File: src/rtl/dff_wr_arbiter.sv
// Round-robin write arbiter in front of a shared W-bit enable-style register.
// N requesters compete for ownership. The owner's write strobe and data
// drive the register. A hold timer forces a handoff when others are waiting.
// Optional macro DFF_WR_ARBITER_WRCNT_EN adds a committed-write counter and
// a forced-release pulse output.
module dff_wr_arbiter #(
  parameter int unsigned N        = 4,
  parameter int unsigned W        = 8,
  parameter int unsigned MAX_HOLD = 4,
  parameter int unsigned IDXW     = 2
) (
  input  logic            clk_i,
  input  logic            reset_ni,
  input  logic [N-1:0]    req_i,
  input  logic [N-1:0]    we_i,
  input  logic [N*W-1:0]  wdata_i,
  output logic [N-1:0]    gnt_o,
  output logic [IDXW-1:0] owner_o,
  output logic            busy_o,
  output logic [W-1:0]    q_o
`ifdef DFF_WR_ARBITER_WRCNT_EN
  ,
  output logic [15:0]     wr_count_o,
  output logic            hold_timeout_o
`endif
);

  localparam int unsigned CntW = (MAX_HOLD > 1) ? $clog2(MAX_HOLD) : 1;
  localparam logic [CntW-1:0] MaxCnt = CntW'(MAX_HOLD - 1);

  typedef enum logic [0:0] {StIdle, StGrant} state_e;

  state_e            state_q, state_d;
  logic [IDXW-1:0]   ptr_q, ptr_d;
  logic [CntW-1:0]   cnt_q, cnt_d;
  logic [IDXW-1:0]   owner_q, owner_d;
  logic [N-1:0]      gnt_q, gnt_d;
  logic [W-1:0]      q_q, q_d;
  logic              wr_en;
  logic              forced;

  logic [N-1:0]      others;
  logic [IDXW-1:0]   nxt_ptr;
  logic [IDXW:0]     pick_idle, pick_hand;
  logic [W-1:0]      wsel;

  // First set bit of mask at or above start, wrapping; MSB flags a hit.
  function automatic logic [IDXW:0] rr_pick(input logic [N-1:0] mask,
                                            input logic [IDXW-1:0] start);
    logic            found;
    logic [IDXW-1:0] sel;
    logic [N-1:0]    sh;
    int unsigned     idx;
    found = 1'b0;
    sel   = '0;
    for (int unsigned k = 0; k < N; k++) begin
      idx = (32'(start) + k) % N;
      sh  = mask >> idx;
      if (!found && sh[0]) begin
        found = 1'b1;
        sel   = IDXW'(idx);
      end
    end
    return {found, sel};
  endfunction

  // Arbitration candidates and owner's write data.
  always_comb begin
    others    = req_i & ~gnt_q;
    nxt_ptr   = IDXW'((32'(owner_q) + 32'd1) % N);
    pick_idle = rr_pick(req_i, ptr_q);
    pick_hand = rr_pick(others, nxt_ptr);
    wsel      = '0;
    for (int unsigned i = 0; i < N; i++) begin
      if (gnt_q[i]) wsel = wdata_i[i*W +: W];
    end
  end

  // Next-state: grant selection, hold timer, release and register enable.
  always_comb begin
    state_d = state_q;
    ptr_d   = ptr_q;
    cnt_d   = cnt_q;
    owner_d = owner_q;
    gnt_d   = gnt_q;
    wr_en   = 1'b0;
    forced  = 1'b0;
    unique case (state_q)
      StIdle: begin
        if (pick_idle[IDXW]) begin
          owner_d = pick_idle[IDXW-1:0];
          gnt_d   = N'(1) << pick_idle[IDXW-1:0];
          cnt_d   = '0;
          state_d = StGrant;
        end
      end
      StGrant: begin
        wr_en  = |(gnt_q & we_i);
        forced = (cnt_q == MaxCnt) && (|others);
        if (!(|(req_i & gnt_q)) || forced) begin
          ptr_d = nxt_ptr;
          cnt_d = '0;
          if (pick_hand[IDXW]) begin
            // Zero-gap handoff to the next waiting requester.
            owner_d = pick_hand[IDXW-1:0];
            gnt_d   = N'(1) << pick_hand[IDXW-1:0];
          end else begin
            gnt_d   = '0;
            state_d = StIdle;
          end
        end else if (cnt_q != MaxCnt) begin
          cnt_d = cnt_q + CntW'(1);
        end
      end
      default: begin
        state_d = StIdle;
        gnt_d   = '0;
      end
    endcase
    q_d = wr_en ? wsel : q_q;
  end

  // State, pointer, hold counter and shared register.
  always_ff @(posedge clk_i or negedge reset_ni) begin
    if (!reset_ni) begin
      state_q <= StIdle;
      ptr_q   <= '0;
      cnt_q   <= '0;
      owner_q <= '0;
      gnt_q   <= '0;
      q_q     <= '0;
    end else begin
      state_q <= state_d;
      ptr_q   <= ptr_d;
      cnt_q   <= cnt_d;
      owner_q <= owner_d;
      gnt_q   <= gnt_d;
      if (wr_en) q_q <= q_d;
    end
  end

  assign gnt_o   = gnt_q;
  assign owner_o = owner_q;
  assign busy_o  = |gnt_q;
  assign q_o     = q_q;

`ifdef DFF_WR_ARBITER_WRCNT_EN
  logic [15:0] wr_count_q;
  logic        hold_timeout_q;

  // Committed-write counter and one-cycle forced-release pulse.
  always_ff @(posedge clk_i or negedge reset_ni) begin
    if (!reset_ni) begin
      wr_count_q     <= '0;
      hold_timeout_q <= 1'b0;
    end else begin
      if (wr_en) wr_count_q <= wr_count_q + 16'd1;
      hold_timeout_q <= forced;
    end
  end

  assign wr_count_o     = wr_count_q;
  assign hold_timeout_o = hold_timeout_q;
`endif

endmodule

File: config.mk
export PLATFORM = sky130hd
export DESIGN_NAME = dff_wr_arbiter
export DESIGN_NICKNAME = d
export VERILOG_FILES = /design/src/rtl/dff_wr_arbiter.sv
export SDC_FILE = /design/constraint.sdc
export NUM_CORES = 1
export LEC_CHECK = 0
export ABC_CLOCK_PERIOD_IN_PS = 1600
export BUFFER_PORTS_ARGS = -buffer_cell sky130_fd_sc_hd__buf_2
export CAP_MARGIN = 20
export CORE_UTILIZATION = 43
export DETAILED_ROUTE_END_ITERATION = 10
export PLACE_DENSITY = 0.81
export SLEW_MARGIN = 20
export SYNTH_ARGS = -nofsm -noshare
export SYNTH_HDL_FRONTEND = slang
export SYNTH_SLANG_ARGS = --single-unit
File: constraint.sdc
create_clock -name clk_i -period 1.6 [get_ports clk_i]
set_clock_uncertainty 0.15 [all_clocks]
set_input_delay 0.16 -clock clk_i [delete_from_list [all_inputs] [get_ports clk_i]]
set_output_delay 0.16 -clock clk_i [all_outputs]
set_load 0.01 [all_outputs]
After elaboration in Yosys (flattened, before gate mapping)
Index checks and enable logic that the tools add are counted.
{ "word_totals": {"regBits": 19, "mem_bits_ro": 0, "latch_bits": 0, "mem_bits_rw": 0, "wordCells": 95, "mem_count": 0, "inputBits": 42} }
{ "op_classes": {"reduce_logical": 23, "n_shift": 10, "muxes": 37, "div_mod_pow": 0, "n_addsub": 8, "n_eq_ne": 6, "bitwise": 5, "magnitude_cmp": 0, "multipliers": 0} }
{ "op_table": {"columns": ["cell", "count"], "rows": [
  ["8-bit two-way mux", 4],
  ["4-bit by 2-bit right shift with 1-bit output", 8],
  ["2-bit two-way mux", 14],
  ["4-bit OR reduction", 4],
  ["4-bit bitwise AND", 3],
  ["1-bit two-way mux", 12],
  ["4-bit two-way mux", 3],
  ["2-bit by 1-bit adder with 2-bit output (second input constant)", 4],
  ["2-bit adder (second input constant)", 4],
  ["2-bit case mux with 2 select lines", 2],
  ["4-bit case mux with 2 select lines", 1],
  ["1-bit by 2-bit left shift with 4-bit output (first input constant)", 2],
  ["1-bit logical AND", 7],
  ["1-bit logical NOT", 7],
  ["2-bit AND reduction", 3],
  ["2-bit by 1-bit inequality test with 1-bit output (second input constant)", 2],
  ["2-bit inequality test (second input constant)", 2],
  ["4-bit inverter", 1],
  ["3-bit by 1-bit inequality test with 1-bit output (second input constant)", 1],
  ["3-bit AND reduction", 1],
  ["2-bit == test (second input constant)", 1],
  ["1-bit case mux with 2 select lines", 1],
  ["1-bit logical OR", 1],
  ["1-bit inverter", 1]
]} }

Depth between registers and ports, before layout
{ "logic_depth": {"ltp_word": 17, "ltp_mapped": 6, "mapped_depth_nobuf": 5} }

Least setup slack after synthesis
OpenSTA, ideal clock, no wires.
{ "synth_timing": {"path_type": "reg-to-reg", "from": "register gnt_q[3], in the netlist gnt_o[3]", "to": "register ptr_q[0]", "setup_time_ns": 0.127, "path_stages_with_launch": 6, "arrival_ns": 1.533, "setup_slack_ns": -0.210, "t_required_ns": 1.323, "path_cell_list": "dfrtp_1 -> and2b_2 -> o41ai_4 -> nand2_1 -> nand2_1 -> mux2_1"} }
{ "synth_between": {"elab_chain_cells": 6} }
{ "synth_lines": {"columns": ["element", "line_no", "text"], "rows": [
  ["start: declaration", "37", "logic [N-1:0] gnt_q, gnt_d;"],
  ["start signal: assignment", "137", "gnt_q <= gnt_d;"],
  ["4-bit inverter", "69", "others = req_i & ~gnt_q;"],
  ["4-bit bitwise AND", "69", null],
  ["4-bit OR reduction", "99", "forced = (cnt_q == MaxCnt) && (|others);"],
  ["1-bit logical AND", "99", null],
  ["1-bit logical OR (*)", "100", "if (!(|(req_i & gnt_q)) || forced) begin"],
  ["2-bit AND reduction (no line) (*)", null, null],
  ["end signal: assignment", "134", "ptr_q <= ptr_d;"],
  ["end: declaration", "34", "logic [IDXW-1:0] ptr_q, ptr_d;"]
]} }
Mark *: on every way between the ends. The rest lies on a longest branch, timed or not.
A chain may end at the register's enable or synchronous reset.

Worst setup path in the final report
{ "layout_timing": {"from": "register gnt_q[1], in the netlist gnt_o[1]", "to": "register ptr_q[0]"} }
The elaborated chain is that of the path after synthesis.

==> run_summary.xml <==
<?xml version="1.0" encoding="UTF-8"?>
<metrics>
  <group name="status">
    <metric name="outcome" unit="">finished with violations</metric>
    <metric name="violated_checks" unit="">negative hold slack, negative setup slack</metric>
  </group>
  <group name="synthesis">
    <metric name="netlist_instances" unit="">158</metric>
    <metric name="asyncSetResetFlopFracSynth" unit="%">100.0</metric>
    <metric name="seq_area_frac_synth" unit="%">34.45</metric>
    <metric name="ys_ff_latch" unit="">19</metric>
    <metric name="synth-warning-count" unit="">0</metric>
    <metric name="mappedNetlistNets" unit="">201</metric>
    <metric name="post_synth_num_cell_types" unit="">48</metric>
    <metric name="mappedNetlistArea" unit="µm²">1380</metric>
    <metric name="synthesis.area_per_instance" unit="µm²">8.735</metric>
    <metric name="ys_dominant_reg_cell" unit="">sky130_fd_sc_hd__dfrtp_1</metric>
    <metric name="number_of_enable_type_register_cells_in_the_synthesized_netlist" unit="">0</metric>
  </group>
  <group name="die">
    <metric name="fp.dieArea" unit="µm²">3440</metric>
    <metric name="start_util" unit="%">45.20</metric>
    <metric name="placement_rows" unit="">20</metric>
    <metric name="die_h" unit="µm">58.65</metric>
    <metric name="core" unit="µm²">3053</metric>
    <metric name="fp.dieW" unit="µm">58.65</metric>
    <metric name="ioPinCount" unit="">57</metric>
  </group>
  <group name="routing">
    <metric name="routed-via-count" unit="">1656</metric>
    <metric name="antenna_violating_nets_post_route" unit="">0</metric>
    <metric name="drt_via_density" unit="">5.394</metric>
    <metric name="drt-initial-drc-count" unit="">118</metric>
    <metric name="route.final.wire_length" unit="µm">4687</metric>
    <metric name="drt-pass1-iter-count" unit="">5</metric>
    <metric name="avgRoutedWirePerCell" unit="µm">15.27</metric>
    <metric name="route.detailed.drc" unit="">0</metric>
  </group>
  <group name="grt">
    <metric name="global_route_wire_length_before_repair" unit="µm">6948</metric>
    <metric name="via_count_of_the_first_global_routing_pass" unit="">1529</metric>
    <metric name="grt_remaining_overflow" unit="">0</metric>
    <metric name="grt_antenna_before_repair" unit="">0</metric>
    <metric name="maximum_number_of_pins_on_one_net_before_global_route_repair" unit="">20</metric>
    <metric name="overall_global_routing_resource_usage" unit="%">26.93</metric>
  </group>
  <group name="sta">
    <metric name="rsz0062_at_grt" unit="">yes</metric>
    <metric name="hold_violations" unit="">2</metric>
    <metric name="final_count_of_negative_setup_slack_endpoints" unit="">19</metric>
    <metric name="sum_of_negative_setup_slack" unit="ns">-3.342</metric>
    <metric name="fin_worst_hold_slack" unit="ns">-0.01241</metric>
    <metric name="fin_crit_sh" unit="%">123.7</metric>
    <metric name="post_layout_minimum_cycle_time" unit="ns">1.978</metric>
    <metric name="max_slew.worst_pin.slew" unit="ns">0.4658</metric>
    <metric name="max-slew-margin-rel" unit="%">68.95</metric>
    <metric name="drv_slew" unit="">0</metric>
    <metric name="final.setup.worst_slack" unit="ns">-0.3785</metric>
    <metric name="max_freq" unit="MHz">505.4</metric>
  </group>
  <group name="layout">
    <metric name="layout-drive-gt1-share" unit="%">54.37</metric>
    <metric name="areaGrowthSynthToFinish" unit="%">67.00</metric>
    <metric name="design.final.nets" unit="">307</metric>
    <metric name="filler_cell_count" unit="">227</metric>
    <metric name="final_area" unit="µm²">2305</metric>
    <metric name="num_antenna_cells" unit="">0</metric>
  </group>
  <group name="cts">
    <metric name="clk_pin_slew_worst_paths" unit="ns">0.12</metric>
    <metric name="cts-buffers-inserted" unit="">3</metric>
    <metric name="clk_path_buf_depth" unit="">2</metric>
    <metric name="clk-insertion-delay-late" unit="ns">0.31</metric>
    <metric name="clock_tree_from_tritoncts" unit="">done</metric>
    <metric name="cts_sinks" unit="">19</metric>
    <metric name="cts_root_buf" unit="">sky130_fd_sc_hd__clkbuf_4</metric>
    <metric name="cts_htree_levels" unit="">1</metric>
  </group>
  <group name="min_path">
    <metric name="holdCritStartpoint" unit="">wdata_i[26]</metric>
    <metric name="min_delay_worst_endpoint" unit="">q_o[2]</metric>
    <metric name="hold-path-cell-count" unit="">3</metric>
    <metric name="worstHoldPathType" unit="">primary input to register</metric>
  </group>
  <group name="critical_path">
    <metric name="timing.rr.start" unit="">gnt_o[1]</metric>
    <metric name="worst-endpoint-required" unit="ns">1.65</metric>
    <metric name="destination_of_the_worst_register_to_register_timing_path" unit="">ptr_q[0]</metric>
    <metric name="critPathKind" unit="">register to register</metric>
    <metric name="rrSetupSlack" unit="ns">-0.38</metric>
    <metric name="crit_fanout" unit="">5</metric>
    <metric name="setup.worst_path.end_class" unit="">register</metric>
    <metric name="timing.critical_path.from_type" unit="">register</metric>
    <metric name="worstRegToRegCells" unit="">6</metric>
    <metric name="data_arrival_time_of_the_critical_path" unit="ns">2.03</metric>
  </group>
  <group name="placement">
    <metric name="globalplace.congestion" unit="">0.9263</metric>
    <metric name="io_buffers" unit="">56</metric>
    <metric name="detailed_place.area" unit="µm²">1948</metric>
    <metric name="detailed_place_hpwl" unit="µm">3224</metric>
    <metric name="dpl_worst_slack" unit="ns">-0.2923</metric>
  </group>
  <group name="pwr">
    <metric name="leakage" unit="nW">1.084</metric>
    <metric name="max-vdd-ir-drop" unit="µV">1013</metric>
    <metric name="power-per-cell-area" unit="nW/µm²">1873</metric>
  </group>
  <group name="run">
    <metric name="cap_viol_max_count" unit="">0</metric>
  </group>
</metrics>
metal layers:
metal | vias to the layer above | share of wire (%) | GRT usage, %
met5 | - | 0 | 0
met4 | 0 | 2.1 | 6.803
met3 | 11 | 5.9 | 3.516
met2 | 80 | 49 | 50.41
met1 | 758 | 43 | 32.41
li1 | 807 | - | -
critical path, stage by stage (launching register included):
cell and delay, ns:
sky130_fd_sc_hd__dfrtp_1 0.38, sky130_fd_sc_hd__buf_4 0.13, sky130_fd_sc_hd__and2b_2 0.29, sky130_fd_sc_hd__o41ai_4 0.39
sky130_fd_sc_hd__nand2_1 0.13, sky130_fd_sc_hd__nand2_2 0.11, sky130_fd_sc_hd__mux2_4 0.30
registers in the layout, summed over array words and instances (netlist names):
register / flops
state_q: 1
q_o: 8
gnt_o: 4
owner_o: 2
ptr_q: 2
cnt_q: 2
synthesized netlist by cell type (2+ instances only):
master                     instances  share of area, %
sky130_fd_sc_hd__a21oi_1          11               4.0
sky130_fd_sc_hd__a221oi_1          9               5.7
sky130_fd_sc_hd__a22o_1            2               1.3
sky130_fd_sc_hd__a22oi_1           2               1.1
sky130_fd_sc_hd__a31oi_1           5               2.3
sky130_fd_sc_hd__and2b_2           2               1.3
sky130_fd_sc_hd__buf_2             4               1.5
sky130_fd_sc_hd__clkbuf_1          2              0.54
sky130_fd_sc_hd__dfrtp_1          19                34
sky130_fd_sc_hd__inv_1             9               2.4
sky130_fd_sc_hd__nand2_1          15               4.1
sky130_fd_sc_hd__nand2b_1          3               1.4
sky130_fd_sc_hd__nand3_1           2              0.73
sky130_fd_sc_hd__nand3b_1          2               1.1
sky130_fd_sc_hd__nand4_1           2              0.91
sky130_fd_sc_hd__nor2_1            8               2.2
sky130_fd_sc_hd__nor2b_1           9               4.1
sky130_fd_sc_hd__nor3_1            8               2.9
sky130_fd_sc_hd__o21ai_0          11               4.0
sky130_fd_sc_hd__o21bai_1          2               1.1
sky130_fd_sc_hd__o221ai_1          4               2.5
stage by stage:
stage	utilization [%]	cells	power, W
2_1_floorplan	-	158	0.002359
3_3_place_gp	63.81	285	0.003269
3_5_place_dp	63.81	285	0.003345
6_report	75.49	307	0.004316
4_1_cts	71.97	304	0.004033
5_1_grt	75.49	307	0.004617
final cells by class:
type	instances	area (µm²)	share of cell area [%]
clock inverter	1	7.507	0.3257
sequential	19	476.7	20.68
inverter	9	33.78	1.466
clock buffer	3	22.52	0.9772
tap	44	55.05	2.389
multi-input combinational	123	972.2	42.18
timing repair buffer	108	737.0	31.98
kinds of logic (layout without fill, tap and decap cells):
family,Yosys count,in the layout,synth area share [%]
adders and majority gates,1,1,0.9065
buffers and inverters,16,121,4.714
AOI/OAI and AO/OA,55,55,30.01
DFF,19,19,34.45
muxes,4,4,3.445
xor gates and xnor gates,1,1,0.6347
and+or+nand+nor,62,62,25.84
where the power goes:
part           internal (W)  switching, W
Sequential         0.000716      0.000139
Clock             0.0000953      0.000170
Combinational       0.00168       0.00152
Total               0.00249       0.00183
what timing repair did:
item,in CTS,in global routing
hold buffers,5,0
endpoints found under the hold margin,23,0
gates resized for setup,23,20
buffers inserted,10,3
pin swaps,7,7
setup endpoints to repair,18,19
cloned,0,1
worst max path at each step:
stage,from,endpoint,slack [ns],depth (start not counted)
3_3_place_gp,gnt_o[3],owner_o[1],-0.22,5
3_5_place_dp,gnt_o[1],q_o[3],-0.29,7
6_report,gnt_o[1],ptr_q[0],-0.38,6
2_1_floorplan,gnt_o[2],owner_o[1],-0.20,5
5_1_grt,gnt_o[2],gnt_o[1],-0.44,7
4_1_cts,gnt_o[3],owner_o[1],-0.33,6
placed cells by master (no fill, tap or decap), types with 3 or more instances in the layout:
cell / count
sky130_fd_sc_hd__a221oi_2: 4
sky130_fd_sc_hd__buf_4: 36
sky130_fd_sc_hd__o21ai_0: 6
sky130_fd_sc_hd__a221oi_1: 6
sky130_fd_sc_hd__nor2_1: 7
sky130_fd_sc_hd__clkbuf_4: 3
sky130_fd_sc_hd__o21ai_1: 4
sky130_fd_sc_hd__a31oi_1: 4
sky130_fd_sc_hd__dlygate4sd3_1: 5
sky130_fd_sc_hd__dfrtp_1: 18
sky130_fd_sc_hd__buf_2: 56
sky130_fd_sc_hd__nand2_1: 13
sky130_fd_sc_hd__nor2b_1: 8
sky130_fd_sc_hd__buf_6: 9
sky130_fd_sc_hd__mux2_4: 3
sky130_fd_sc_hd__inv_1: 9
sky130_fd_sc_hd__nor3_1: 8
sky130_fd_sc_hd__a21oi_1: 9
Power figures use the tool's default switching activity.
